[src/rtl/hazard_stall_unit_if.sv]
// Hazard/stall controller signal bundle: pipeline-side hazard inputs and stage-control outputs.
// The master modport is the pipeline side; the slave modport is hazard_stall_unit.
interface hazard_stall_unit_if #(
    parameter int unsigned CNT_W = 32
);
    logic [4:0]       IF_ID_rs1_i;
    logic [4:0]       IF_ID_rs2_i;
    logic             IF_ID_uses_rs1_i;
    logic             IF_ID_uses_rs2_i;
    logic [4:0]       ID_EX_rd_i;
    logic             ID_EX_mem_read_i;
    logic             ID_EX_load_regfile_i;
    logic             EX_branch_taken_i;
    logic             imem_read_i;
    logic             imem_resp_i;
    logic             dmem_read_i;
    logic             dmem_write_i;
    logic             dmem_resp_i;
    logic             PC_load_o;
    logic             IF_ID_load_o;
    logic             ID_EX_load_o;
    logic             EX_MEM_load_o;
    logic             MEM_WB_load_o;
    logic             ID_EX_bubble_o;
    logic             IF_ID_flush_o;
    logic             timeout_err_o;
    logic [CNT_W-1:0] stall_cycles_o;
    logic [CNT_W-1:0] bubble_cnt_o;

    modport master (
        output IF_ID_rs1_i, IF_ID_rs2_i, IF_ID_uses_rs1_i, IF_ID_uses_rs2_i,
               ID_EX_rd_i, ID_EX_mem_read_i, ID_EX_load_regfile_i, EX_branch_taken_i,
               imem_read_i, imem_resp_i, dmem_read_i, dmem_write_i, dmem_resp_i,
        input  PC_load_o, IF_ID_load_o, ID_EX_load_o, EX_MEM_load_o, MEM_WB_load_o,
               ID_EX_bubble_o, IF_ID_flush_o, timeout_err_o, stall_cycles_o, bubble_cnt_o
    );

    modport slave (
        input  IF_ID_rs1_i, IF_ID_rs2_i, IF_ID_uses_rs1_i, IF_ID_uses_rs2_i,
               ID_EX_rd_i, ID_EX_mem_read_i, ID_EX_load_regfile_i, EX_branch_taken_i,
               imem_read_i, imem_resp_i, dmem_read_i, dmem_write_i, dmem_resp_i,
        output PC_load_o, IF_ID_load_o, ID_EX_load_o, EX_MEM_load_o, MEM_WB_load_o,
               ID_EX_bubble_o, IF_ID_flush_o, timeout_err_o, stall_cycles_o, bubble_cnt_o
    );
endinterface

[src/rtl/hazard_stall_unit.sv]
// Pipeline hold/bubble controller: load-use stalls, memory wait freezes, deferred branch flushes, watchdog.
// Optional stall/bubble performance counters are built only when HAZARD_PERF_CNT_EN is defined.
module hazard_stall_unit #(
    parameter int unsigned TIMEOUT = 1024,
    parameter int unsigned CNT_W   = 32
) (
    input logic               clk_i,
    input logic               rst_n_i,
    hazard_stall_unit_if.slave hz
);
    localparam int unsigned WCW = $clog2(TIMEOUT + 1);

    typedef enum logic {S_RUN, S_WAIT} state_e;

    state_e         state_q, state_d;
    logic           flush_pending_q, flush_pending_d;
    logic [WCW-1:0] wait_cnt_q, wait_cnt_d;
    logic           timeout_err_q, timeout_err_d;

    logic freeze, lu, flush;
    logic pc_load, if_id_load, id_ex_load, ex_mem_load, mem_wb_load;
    logic id_ex_bubble, if_id_flush;

    assign freeze = (hz.imem_read_i & ~hz.imem_resp_i)
                  | ((hz.dmem_read_i | hz.dmem_write_i) & ~hz.dmem_resp_i);
    assign lu     = hz.ID_EX_mem_read_i & hz.ID_EX_load_regfile_i & (hz.ID_EX_rd_i != 5'd0)
                  & ((hz.IF_ID_uses_rs1_i & (hz.ID_EX_rd_i == hz.IF_ID_rs1_i))
                   | (hz.IF_ID_uses_rs2_i & (hz.ID_EX_rd_i == hz.IF_ID_rs2_i)));
    assign flush  = hz.EX_branch_taken_i | flush_pending_q;

    always_ff @(posedge clk_i or negedge rst_n_i) begin
        if (!rst_n_i) begin
            state_q         <= S_RUN;
            flush_pending_q <= 1'b0;
            wait_cnt_q      <= '0;
            timeout_err_q   <= 1'b0;
        end else begin
            state_q         <= state_d;
            flush_pending_q <= flush_pending_d;
            wait_cnt_q      <= wait_cnt_d;
            timeout_err_q   <= timeout_err_d;
        end
    end

    // The release cycle of WAIT behaves like unfrozen RUN, so both share the !freeze arm.
    always_comb begin
        state_d         = state_q;
        flush_pending_d = flush_pending_q;
        wait_cnt_d      = wait_cnt_q;
        timeout_err_d   = timeout_err_q;
        pc_load         = 1'b0;
        if_id_load      = 1'b0;
        id_ex_load      = 1'b0;
        ex_mem_load     = 1'b0;
        mem_wb_load     = 1'b0;
        id_ex_bubble    = 1'b0;
        if_id_flush     = 1'b0;
        if (!freeze) begin
            pc_load         = 1'b1;
            if_id_load      = 1'b1;
            id_ex_load      = 1'b1;
            ex_mem_load     = 1'b1;
            mem_wb_load     = 1'b1;
            if (flush) begin
                if_id_flush  = 1'b1;
                id_ex_bubble = 1'b1;
            end else if (lu) begin
                pc_load      = 1'b0;
                if_id_load   = 1'b0;
                id_ex_bubble = 1'b1;
            end
            flush_pending_d = 1'b0;
            wait_cnt_d      = '0;
            state_d         = S_RUN;
        end else begin
            if (hz.EX_branch_taken_i) flush_pending_d = 1'b1;
            state_d = S_WAIT;
            if (state_q == S_WAIT) begin
                if (wait_cnt_q != WCW'(TIMEOUT)) wait_cnt_d = wait_cnt_q + 1'b1;
                if (wait_cnt_d == WCW'(TIMEOUT - 1)) timeout_err_d = 1'b1;
            end
        end
    end

    assign hz.PC_load_o      = pc_load;
    assign hz.IF_ID_load_o   = if_id_load;
    assign hz.ID_EX_load_o   = id_ex_load;
    assign hz.EX_MEM_load_o  = ex_mem_load;
    assign hz.MEM_WB_load_o  = mem_wb_load;
    assign hz.ID_EX_bubble_o = id_ex_bubble;
    assign hz.IF_ID_flush_o  = if_id_flush;
    assign hz.timeout_err_o  = timeout_err_q;

`ifdef HAZARD_PERF_CNT_EN
    logic [CNT_W-1:0] stall_cycles_q, stall_cycles_d;
    logic [CNT_W-1:0] bubble_cnt_q, bubble_cnt_d;

    always_comb begin
        stall_cycles_d = stall_cycles_q;
        bubble_cnt_d   = bubble_cnt_q;
        if (!pc_load && (stall_cycles_q != '1)) stall_cycles_d = stall_cycles_q + 1'b1;
        if (id_ex_bubble && (bubble_cnt_q != '1)) bubble_cnt_d = bubble_cnt_q + 1'b1;
    end

    always_ff @(posedge clk_i or negedge rst_n_i) begin
        if (!rst_n_i) begin
            stall_cycles_q <= '0;
            bubble_cnt_q   <= '0;
        end else begin
            stall_cycles_q <= stall_cycles_d;
            bubble_cnt_q   <= bubble_cnt_d;
        end
    end

    assign hz.stall_cycles_o = stall_cycles_q;
    assign hz.bubble_cnt_o   = bubble_cnt_q;
`else
    assign hz.stall_cycles_o = '0;
    assign hz.bubble_cnt_o   = '0;
`endif
endmodule

[src/flat_wrapper.sv]
// flat-port wrapper written by rule: the top's interface ports become plain ports
module hazard_stall_unit_flat 
#(
    parameter int unsigned TIMEOUT = 1024,
    parameter int unsigned CNT_W   = 32
)
  (clk_i, rst_n_i, hz_IF_ID_rs1_i, hz_IF_ID_rs2_i, hz_IF_ID_uses_rs1_i, hz_IF_ID_uses_rs2_i, hz_ID_EX_rd_i, hz_ID_EX_mem_read_i, hz_ID_EX_load_regfile_i, hz_EX_branch_taken_i, hz_imem_read_i, hz_imem_resp_i, hz_dmem_read_i, hz_dmem_write_i, hz_dmem_resp_i, hz_PC_load_o, hz_IF_ID_load_o, hz_ID_EX_load_o, hz_EX_MEM_load_o, hz_MEM_WB_load_o, hz_ID_EX_bubble_o, hz_IF_ID_flush_o, hz_timeout_err_o, hz_stall_cycles_o, hz_bubble_cnt_o);
  hazard_stall_unit_if #(.CNT_W(CNT_W)) hz_i ();
  input logic clk_i;
  input logic rst_n_i;
  input wire logic [$bits(hz_i.IF_ID_rs1_i)-1:0] hz_IF_ID_rs1_i;
  input wire logic [$bits(hz_i.IF_ID_rs2_i)-1:0] hz_IF_ID_rs2_i;
  input wire logic [$bits(hz_i.IF_ID_uses_rs1_i)-1:0] hz_IF_ID_uses_rs1_i;
  input wire logic [$bits(hz_i.IF_ID_uses_rs2_i)-1:0] hz_IF_ID_uses_rs2_i;
  input wire logic [$bits(hz_i.ID_EX_rd_i)-1:0] hz_ID_EX_rd_i;
  input wire logic [$bits(hz_i.ID_EX_mem_read_i)-1:0] hz_ID_EX_mem_read_i;
  input wire logic [$bits(hz_i.ID_EX_load_regfile_i)-1:0] hz_ID_EX_load_regfile_i;
  input wire logic [$bits(hz_i.EX_branch_taken_i)-1:0] hz_EX_branch_taken_i;
  input wire logic [$bits(hz_i.imem_read_i)-1:0] hz_imem_read_i;
  input wire logic [$bits(hz_i.imem_resp_i)-1:0] hz_imem_resp_i;
  input wire logic [$bits(hz_i.dmem_read_i)-1:0] hz_dmem_read_i;
  input wire logic [$bits(hz_i.dmem_write_i)-1:0] hz_dmem_write_i;
  input wire logic [$bits(hz_i.dmem_resp_i)-1:0] hz_dmem_resp_i;
  output wire logic [$bits(hz_i.PC_load_o)-1:0] hz_PC_load_o;
  output wire logic [$bits(hz_i.IF_ID_load_o)-1:0] hz_IF_ID_load_o;
  output wire logic [$bits(hz_i.ID_EX_load_o)-1:0] hz_ID_EX_load_o;
  output wire logic [$bits(hz_i.EX_MEM_load_o)-1:0] hz_EX_MEM_load_o;
  output wire logic [$bits(hz_i.MEM_WB_load_o)-1:0] hz_MEM_WB_load_o;
  output wire logic [$bits(hz_i.ID_EX_bubble_o)-1:0] hz_ID_EX_bubble_o;
  output wire logic [$bits(hz_i.IF_ID_flush_o)-1:0] hz_IF_ID_flush_o;
  output wire logic [$bits(hz_i.timeout_err_o)-1:0] hz_timeout_err_o;
  output wire logic [$bits(hz_i.stall_cycles_o)-1:0] hz_stall_cycles_o;
  output wire logic [$bits(hz_i.bubble_cnt_o)-1:0] hz_bubble_cnt_o;
  assign hz_i.IF_ID_rs1_i = hz_IF_ID_rs1_i;
  assign hz_i.IF_ID_rs2_i = hz_IF_ID_rs2_i;
  assign hz_i.IF_ID_uses_rs1_i = hz_IF_ID_uses_rs1_i;
  assign hz_i.IF_ID_uses_rs2_i = hz_IF_ID_uses_rs2_i;
  assign hz_i.ID_EX_rd_i = hz_ID_EX_rd_i;
  assign hz_i.ID_EX_mem_read_i = hz_ID_EX_mem_read_i;
  assign hz_i.ID_EX_load_regfile_i = hz_ID_EX_load_regfile_i;
  assign hz_i.EX_branch_taken_i = hz_EX_branch_taken_i;
  assign hz_i.imem_read_i = hz_imem_read_i;
  assign hz_i.imem_resp_i = hz_imem_resp_i;
  assign hz_i.dmem_read_i = hz_dmem_read_i;
  assign hz_i.dmem_write_i = hz_dmem_write_i;
  assign hz_i.dmem_resp_i = hz_dmem_resp_i;
  assign hz_PC_load_o = hz_i.PC_load_o;
  assign hz_IF_ID_load_o = hz_i.IF_ID_load_o;
  assign hz_ID_EX_load_o = hz_i.ID_EX_load_o;
  assign hz_EX_MEM_load_o = hz_i.EX_MEM_load_o;
  assign hz_MEM_WB_load_o = hz_i.MEM_WB_load_o;
  assign hz_ID_EX_bubble_o = hz_i.ID_EX_bubble_o;
  assign hz_IF_ID_flush_o = hz_i.IF_ID_flush_o;
  assign hz_timeout_err_o = hz_i.timeout_err_o;
  assign hz_stall_cycles_o = hz_i.stall_cycles_o;
  assign hz_bubble_cnt_o = hz_i.bubble_cnt_o;
  hazard_stall_unit #(.TIMEOUT(TIMEOUT), .CNT_W(CNT_W)) u_core (.clk_i(clk_i), .rst_n_i(rst_n_i), .hz(hz_i));
endmodule
[config.mk]
export PLATFORM = sky130hd
export DESIGN_NAME = hazard_stall_unit_flat
export DESIGN_NICKNAME = d
export VERILOG_FILES = /design/src/rtl/hazard_stall_unit_if.sv /design/src/rtl/hazard_stall_unit.sv /design/src/flat_wrapper.sv
export SDC_FILE = /design/constraint.sdc
export NUM_CORES = 1
export LEC_CHECK = 0
export CAP_MARGIN = 20
export CORE_MARGIN = 2
export CORE_UTILIZATION = 31
export DETAILED_ROUTE_END_ITERATION = 10
export PLACE_DENSITY = 0.73
export SLEW_MARGIN = 20
export SYNTH_ARGS = -nofsm -noshare
export SYNTH_HDL_FRONTEND = slang
export SYNTH_SLANG_ARGS = --single-unit
[constraint.sdc]
create_clock -name clk_i -period 2.8 [get_ports clk_i]
set_clock_uncertainty 0.2 [all_clocks]
set_input_delay 0.42 -clock clk_i [delete_from_list [all_inputs] [get_ports clk_i]]
set_output_delay 0.42 -clock clk_i [all_outputs]
set_load 0.02 [all_outputs]
Word-level counts from Yosys, hierarchy flattened
Cells that the tools add are included.
{"block": "totals", "latch_bits": 0, "regBits": 14, "memories": 0, "rom_bits": 0, "ram_bits": 0}
{"block": "classes", "order_cmp": 0, "bitwise_logic": 13, "mux": 17, "eq_ne": 6, "n_div": 0, "reduce_logical": 2, "n_shift": 0, "multipliers": 0, "add_sub_neg": 1}
{"op": "2-to-1 mux 11 bit", "count": 5}
{"op": "2-to-1 mux 1 bit", "count": 12}
{"op": "adder 11 x 1 -> 11 bit (second input constant)", "count": 1}
{"op": "equality test 11 x 10 -> 1 bit (second input constant)", "count": 1}
{"op": "inequality test 11 bit (second input constant)", "count": 1}
{"op": "equality test 5 bit", "count": 2}
{"op": "bitwise AND 1 bit", "count": 7}
{"op": "nonzero test 5 bit", "count": 1}
{"op": "OR 1 bit", "count": 4}
{"op": "AND reduction 3 bit", "count": 1}
{"op": "inequality test 2 x 1 -> 1 bit (second input constant)", "count": 1}
{"op": "inequality test 2 bit (second input constant)", "count": 1}
{"op": "inverter 1 bit", "count": 2}

Depth between registers and ports, before layout
Gate-level depths: netlist of the first run.
{"block": "logic_depth", "word_depth": 7, "mapped_depth": 7, "ltp_nobuf": 7}

Worst setup path before layout of the first run
OpenSTA, ideal clock, no wires.
{"block": "synth_timing", "path_kind": "input to output", "start": "input port hz_ID_EX_rd_i[0]", "end": "output port hz_PC_load_o", "stages": 4, "setup_slack_ns": 0.576, "arrival_ns": 1.604, "path_cell_list": "or4_1 > o2111ai_1 > o31a_1 > buf_4"}
{"block": "synth_between", "elab_chain_len": 7, "elab_cells_between_ends": 11, "classes_between": "2 x eq/ne; 3 x mux; 5 x bitwise; 1 x reduce/logical"}
{"item": "start: declaration", "line_no": "flat_wrapper.sv:15", "text": "input wire logic [$bits(hz_i.ID_EX_rd_i)-1:0] hz_ID_EX_rd_i;"}
{"item": "equality test 5 bit, on equally long branches", "line_no": "hazard_stall_unit.sv:27, hazard_stall_unit.sv:28"}
{"item": "bitwise AND 1 bit, on equally long branches", "line_no": "hazard_stall_unit.sv:27, hazard_stall_unit.sv:28"}
{"item": "OR 1 bit", "line_no": "hazard_stall_unit.sv:28", "text": "| (hz.IF_ID_uses_rs2_i & (hz.ID_EX_rd_i == hz.IF_ID_rs2_i)));"}
{"item": "bitwise AND 1 bit *", "line_no": "hazard_stall_unit.sv:27", "text": "& ((hz.IF_ID_uses_rs1_i & (hz.ID_EX_rd_i == hz.IF_ID_rs1_i))"}
{"item": "2-to-1 mux 1 bit * (3 in series)"}
{"item": "end: declaration", "line_no": "flat_wrapper.sv:24", "text": "output wire logic [$bits(hz_i.PC_load_o)-1:0] hz_PC_load_o;"}
Mark *: on every way between the ends. The rest lies on a longest branch, timed or not.

Final worst setup path of the first run
{"block": "layout_timing", "start": "input port hz_ID_EX_rd_i[3]", "end": "output port hz_PC_load_o"}
{"block": "layout_between", "elab_chain_len": 7, "elab_cells_between_ends": 11, "classes_between": "2 x eq/ne; 3 x mux; 5 x bitwise; 1 x reduce/logical"}
{"item": "equality test 5 bit, on equally long branches", "line_no": "hazard_stall_unit.sv:27, hazard_stall_unit.sv:28"}
{"item": "bitwise AND 1 bit, on equally long branches", "line_no": "hazard_stall_unit.sv:27, hazard_stall_unit.sv:28"}
{"item": "OR 1 bit", "line_no": "hazard_stall_unit.sv:28"}
{"item": "bitwise AND 1 bit *", "line_no": "hazard_stall_unit.sv:27"}
{"item": "2-to-1 mux 1 bit *", "line_no": "hazard_stall_unit.sv:67", "text": "end else if (lu) begin"}
{"item": "2-to-1 mux 1 bit *", "line_no": "hazard_stall_unit.sv:64", "text": "if (flush) begin"}
{"item": "2-to-1 mux 1 bit *", "line_no": "hazard_stall_unit.sv:58", "text": "if (!freeze) begin"}
Marked as above.

==> impl_metrics.ini, run 1 <==
[cells_and_area]
nets = 245
drive_above_1_share_pct = 7.51
final_cells = 280
mostFrequentLayoutCells = conb_1, clkdlybuf4s50_1, nor2_1
layout_commonest_cell = conb_1
syn2layout_area_growth_pct = 12.0
fill_cells = 509
antenna_cells = 0

[logic_synthesis]
ys.flop_type = dfrtp_1
synth_fa_ha_area_share_pct = 2.45
synth_compound_area_share_pct = 7.75
syn_avg_cell_area_sq_um = 8.38
synth_cells = 183
yosys_register_bits = 14
synth_edf_count = 0
synth_top_family_by_area = buffers and inverters
synthMuxAreaShare_pct = 1.31
synthTopCellsByArea = buf_4, dfrtp_1, xnor2_1, xor2_1, nor2_1
mappedNetlistArea_sq_um = 1530
synth_simple_gate_area_share_pct = 17.3
yosysSeqAreaShare_pct = 22.8
yosysTopAreaCell = buf_4
ys_warn_count = 0
synth_cell_type_count = 41
synth-xor-area-share_pct = 12.0
synth_top_area_share_pct = 33.3
async_reset_ff_share_pct = 100

[outcome]
run_status = finished clean

[job]
cap_violations = 0

[setup_path]
reg2reg_slack_ns = 0.69
crit_chain = clkdlybuf4s50_1, buf_4, xnor2_1, nand4_1, o22ai_2, o2111ai_1, o31a_1, clkbuf_2
worstSetupPathType = in2out
critPathTopFamily = buffers and inverters
crit_cells = 8
slowest_stage = clkdlybuf4s50_1
r2r-end = u_core.hz.timeout_err_o
r2r-start = u_core.wait_cnt_q[1]
worstPathMaxFanout = 2
max_stage_delay_ns = 0.43
crit_arrival_ns = 2.01
crit_path_end_kind = output pin
crit_path_start = hz_ID_EX_rd_i[3]
critPathBufInv = 3
rr_worst_depth = 6
endpoint = hz_PC_load_o
start_kind = input port
required_ns = 2.18

[sta]
setup_violations = 0
max_freq_ghz = 0.380
worst_slew_pin_slew_ns = 0.628
final-hold-violation-count = 0
whs_ns = 0.265
slew_headroom_pct = 58.0
drv_slew = 0
period_share_pct = 93.9
layout_min_cycle_time_ns = 2.63

[route]
wl_microns = 2400
drt_iter0_markers = 17
wl_per_cell_microns = 8.59
vias = 1091
post_drt_via_cell_ratio = 3.90
drtAntennaViolNets = 0
drc_errors = 0
first_pass_iters = 4

[placed_design]
gp_congestion = 0.854
dp_hpwl_microns = 2030
dp.cells = 277
port_buffers = 34

[worst_hold_path]
min-delay-start = u_core.hz.timeout_err_o
hold_path_class = reg2reg

[grt]
track_usage_pct = 8.68
grt_pass1_wl_microns = 3870
grt_pass1_vias = 977
gr-total-overflow = 0
grt_start_max_net_pins = 15
antenna_found_initial = 0

[clocking]
clock_latency_ns = 0.24
cts-root-buf = clkbuf_8
cts_resized = 3
ctsHoldBuffers = 0
cts_setup_buffers = 0
tritoncts = built
ctsLongestPathBuffers = 2
htreeDepth = 1
clkTransAtPathRegs_ns = 0.06
cts_num_sinks = 14
cts_buffers = 3

[floorplanning]
design.die.area_sq_um = 5530
rows = 25
io_pins = 99
die_x_microns = 74.3
coreArea_sq_um = 4750
start_util_pct = 32.3
die_h_microns = 74.3

[power]
peakVddDrop_uv = 216
power_density_nw_per_um2 = 348
power_leakage_nw = 0.774
## cells by family (layout without fill, tap and decap cells)
| kind of cell | Yosys count | count (layout) |
|---|---|---|
| adder cells (fa/ha/maj) | 3 | 3 |
| multiplexers | 2 | 2 |
| buffers and inverters | 79 | 46 |
| XOR/XNOR | 21 | 21 |
| AND/OR/NAND/NOR | 48 | 48 |
| flip-flops | 14 | 14 |
| AO/OA/AOI/OAI | 15 | 15 |
| other | 1 | 64 |
## state kept, by name (all words and copies together) (netlist names)
| register | cells |
|---|---|
| u_core.wait_cnt_q | 11 |
| u_core.flush_pending_q | 1 |
| u_core.hz.timeout_err_o | 1 |
| u_core.state_q | 1 |
## power by group
part	internal [mW]	switching [mW]
Sequential	0.211	0.0144
Combinational	0.0764	0.136
Clock	0.0949	0.0656
## metrics by stage
| step | area [sq um] | total power, mW | TNS [ns] | setup slack [ns] | utilization [%] |
|---|---|---|---|---|---|
| after detailed placement | 1690 | 0.444 | -0.721 | -0.265 | 35.4 |
| final | 1720 | 0.599 | 0 | 0.171 | 36.1 |
| after global placement | 1690 | 0.441 | -0.763 | -0.294 | 35.4 |
| after floorplan | 1770 | 0.441 | 0 | 0.576 | - |
| after global routing | 1720 | 0.634 | -0.000574 | -0.000574 | 36.1 |
| after CTS | 1720 | 0.603 | -0.0111 | -0.00555 | 36.2 |
## metal layers
layer	wire length (microns)	global-route usage [%]	vias up	share of wire, %
met5	0	0	-	0
met4	27	4.76	0	1.1
met3	175	0.407	2	7.3
met2	1210	15.2	56	50
met1	986	10.7	495	41
li1	-	-	538	-
## cell usage after synthesis, types with 2 or more instances
cell type and number:
a21oi_1 3, buf_4 68, clkbuf_1 3, dfrtp_1 14, ha_1 3, inv_1 5, mux2i_1 2, nand2_1 10
nand3_1 3, nand4_1 6, nor2_1 15, o31ai_1 2, or4_1 2, xnor2_1 14, xor2_1 7
## cell type report
type | count | area (sq um) | area share [%]
inverter | 6 | 22.5 | 1.31
clock buffer | 3 | 41.3 | 2.40
tap | 67 | 83.8 | 4.88
timing repair buffer | 37 | 348 | 20.2
sequential | 14 | 350 | 20.4
multi-input combinational | 153 | 872 | 50.8
## worst reg2reg max path: cells and delay by family, from the launching register on
family,cells,cell delay (ns)
compound gates,1,0.28
xor+xnor,1,0.06
fa+ha+maj,1,0.36
flops,1,0.43
simple gates,3,0.68
## worst min path at each step
stage,endpoint,slack [ns],cells past startpoint
2_1_floorplan,u_core.flush_pending_q,-0.08,0
3_3_place_gp,u_core.hz.timeout_err_o,0.26,2
3_5_place_dp,u_core.hz.timeout_err_o,0.26,2
4_1_cts,u_core.hz.timeout_err_o,0.27,2
5_1_grt,u_core.hz.timeout_err_o,0.29,2
6_report,u_core.hz.timeout_err_o,0.27,2
No activity file was read; power rests on OpenSTA's default activity.
==> run 2, diff against run 1 <==
--- a/config.mk
+++ b/config.mk
@@ -8,6 +8,7 @@
 export CAP_MARGIN = 20
 export CORE_MARGIN = 2
 export CORE_UTILIZATION = 31
+export CTS_CLUSTER_SIZE = 28
 export DETAILED_ROUTE_END_ITERATION = 10
 export PLACE_DENSITY = 0.73
 export SLEW_MARGIN = 20
==> results of run 2 <==
Final layout, timing and power as in run 1 (identical DEF).
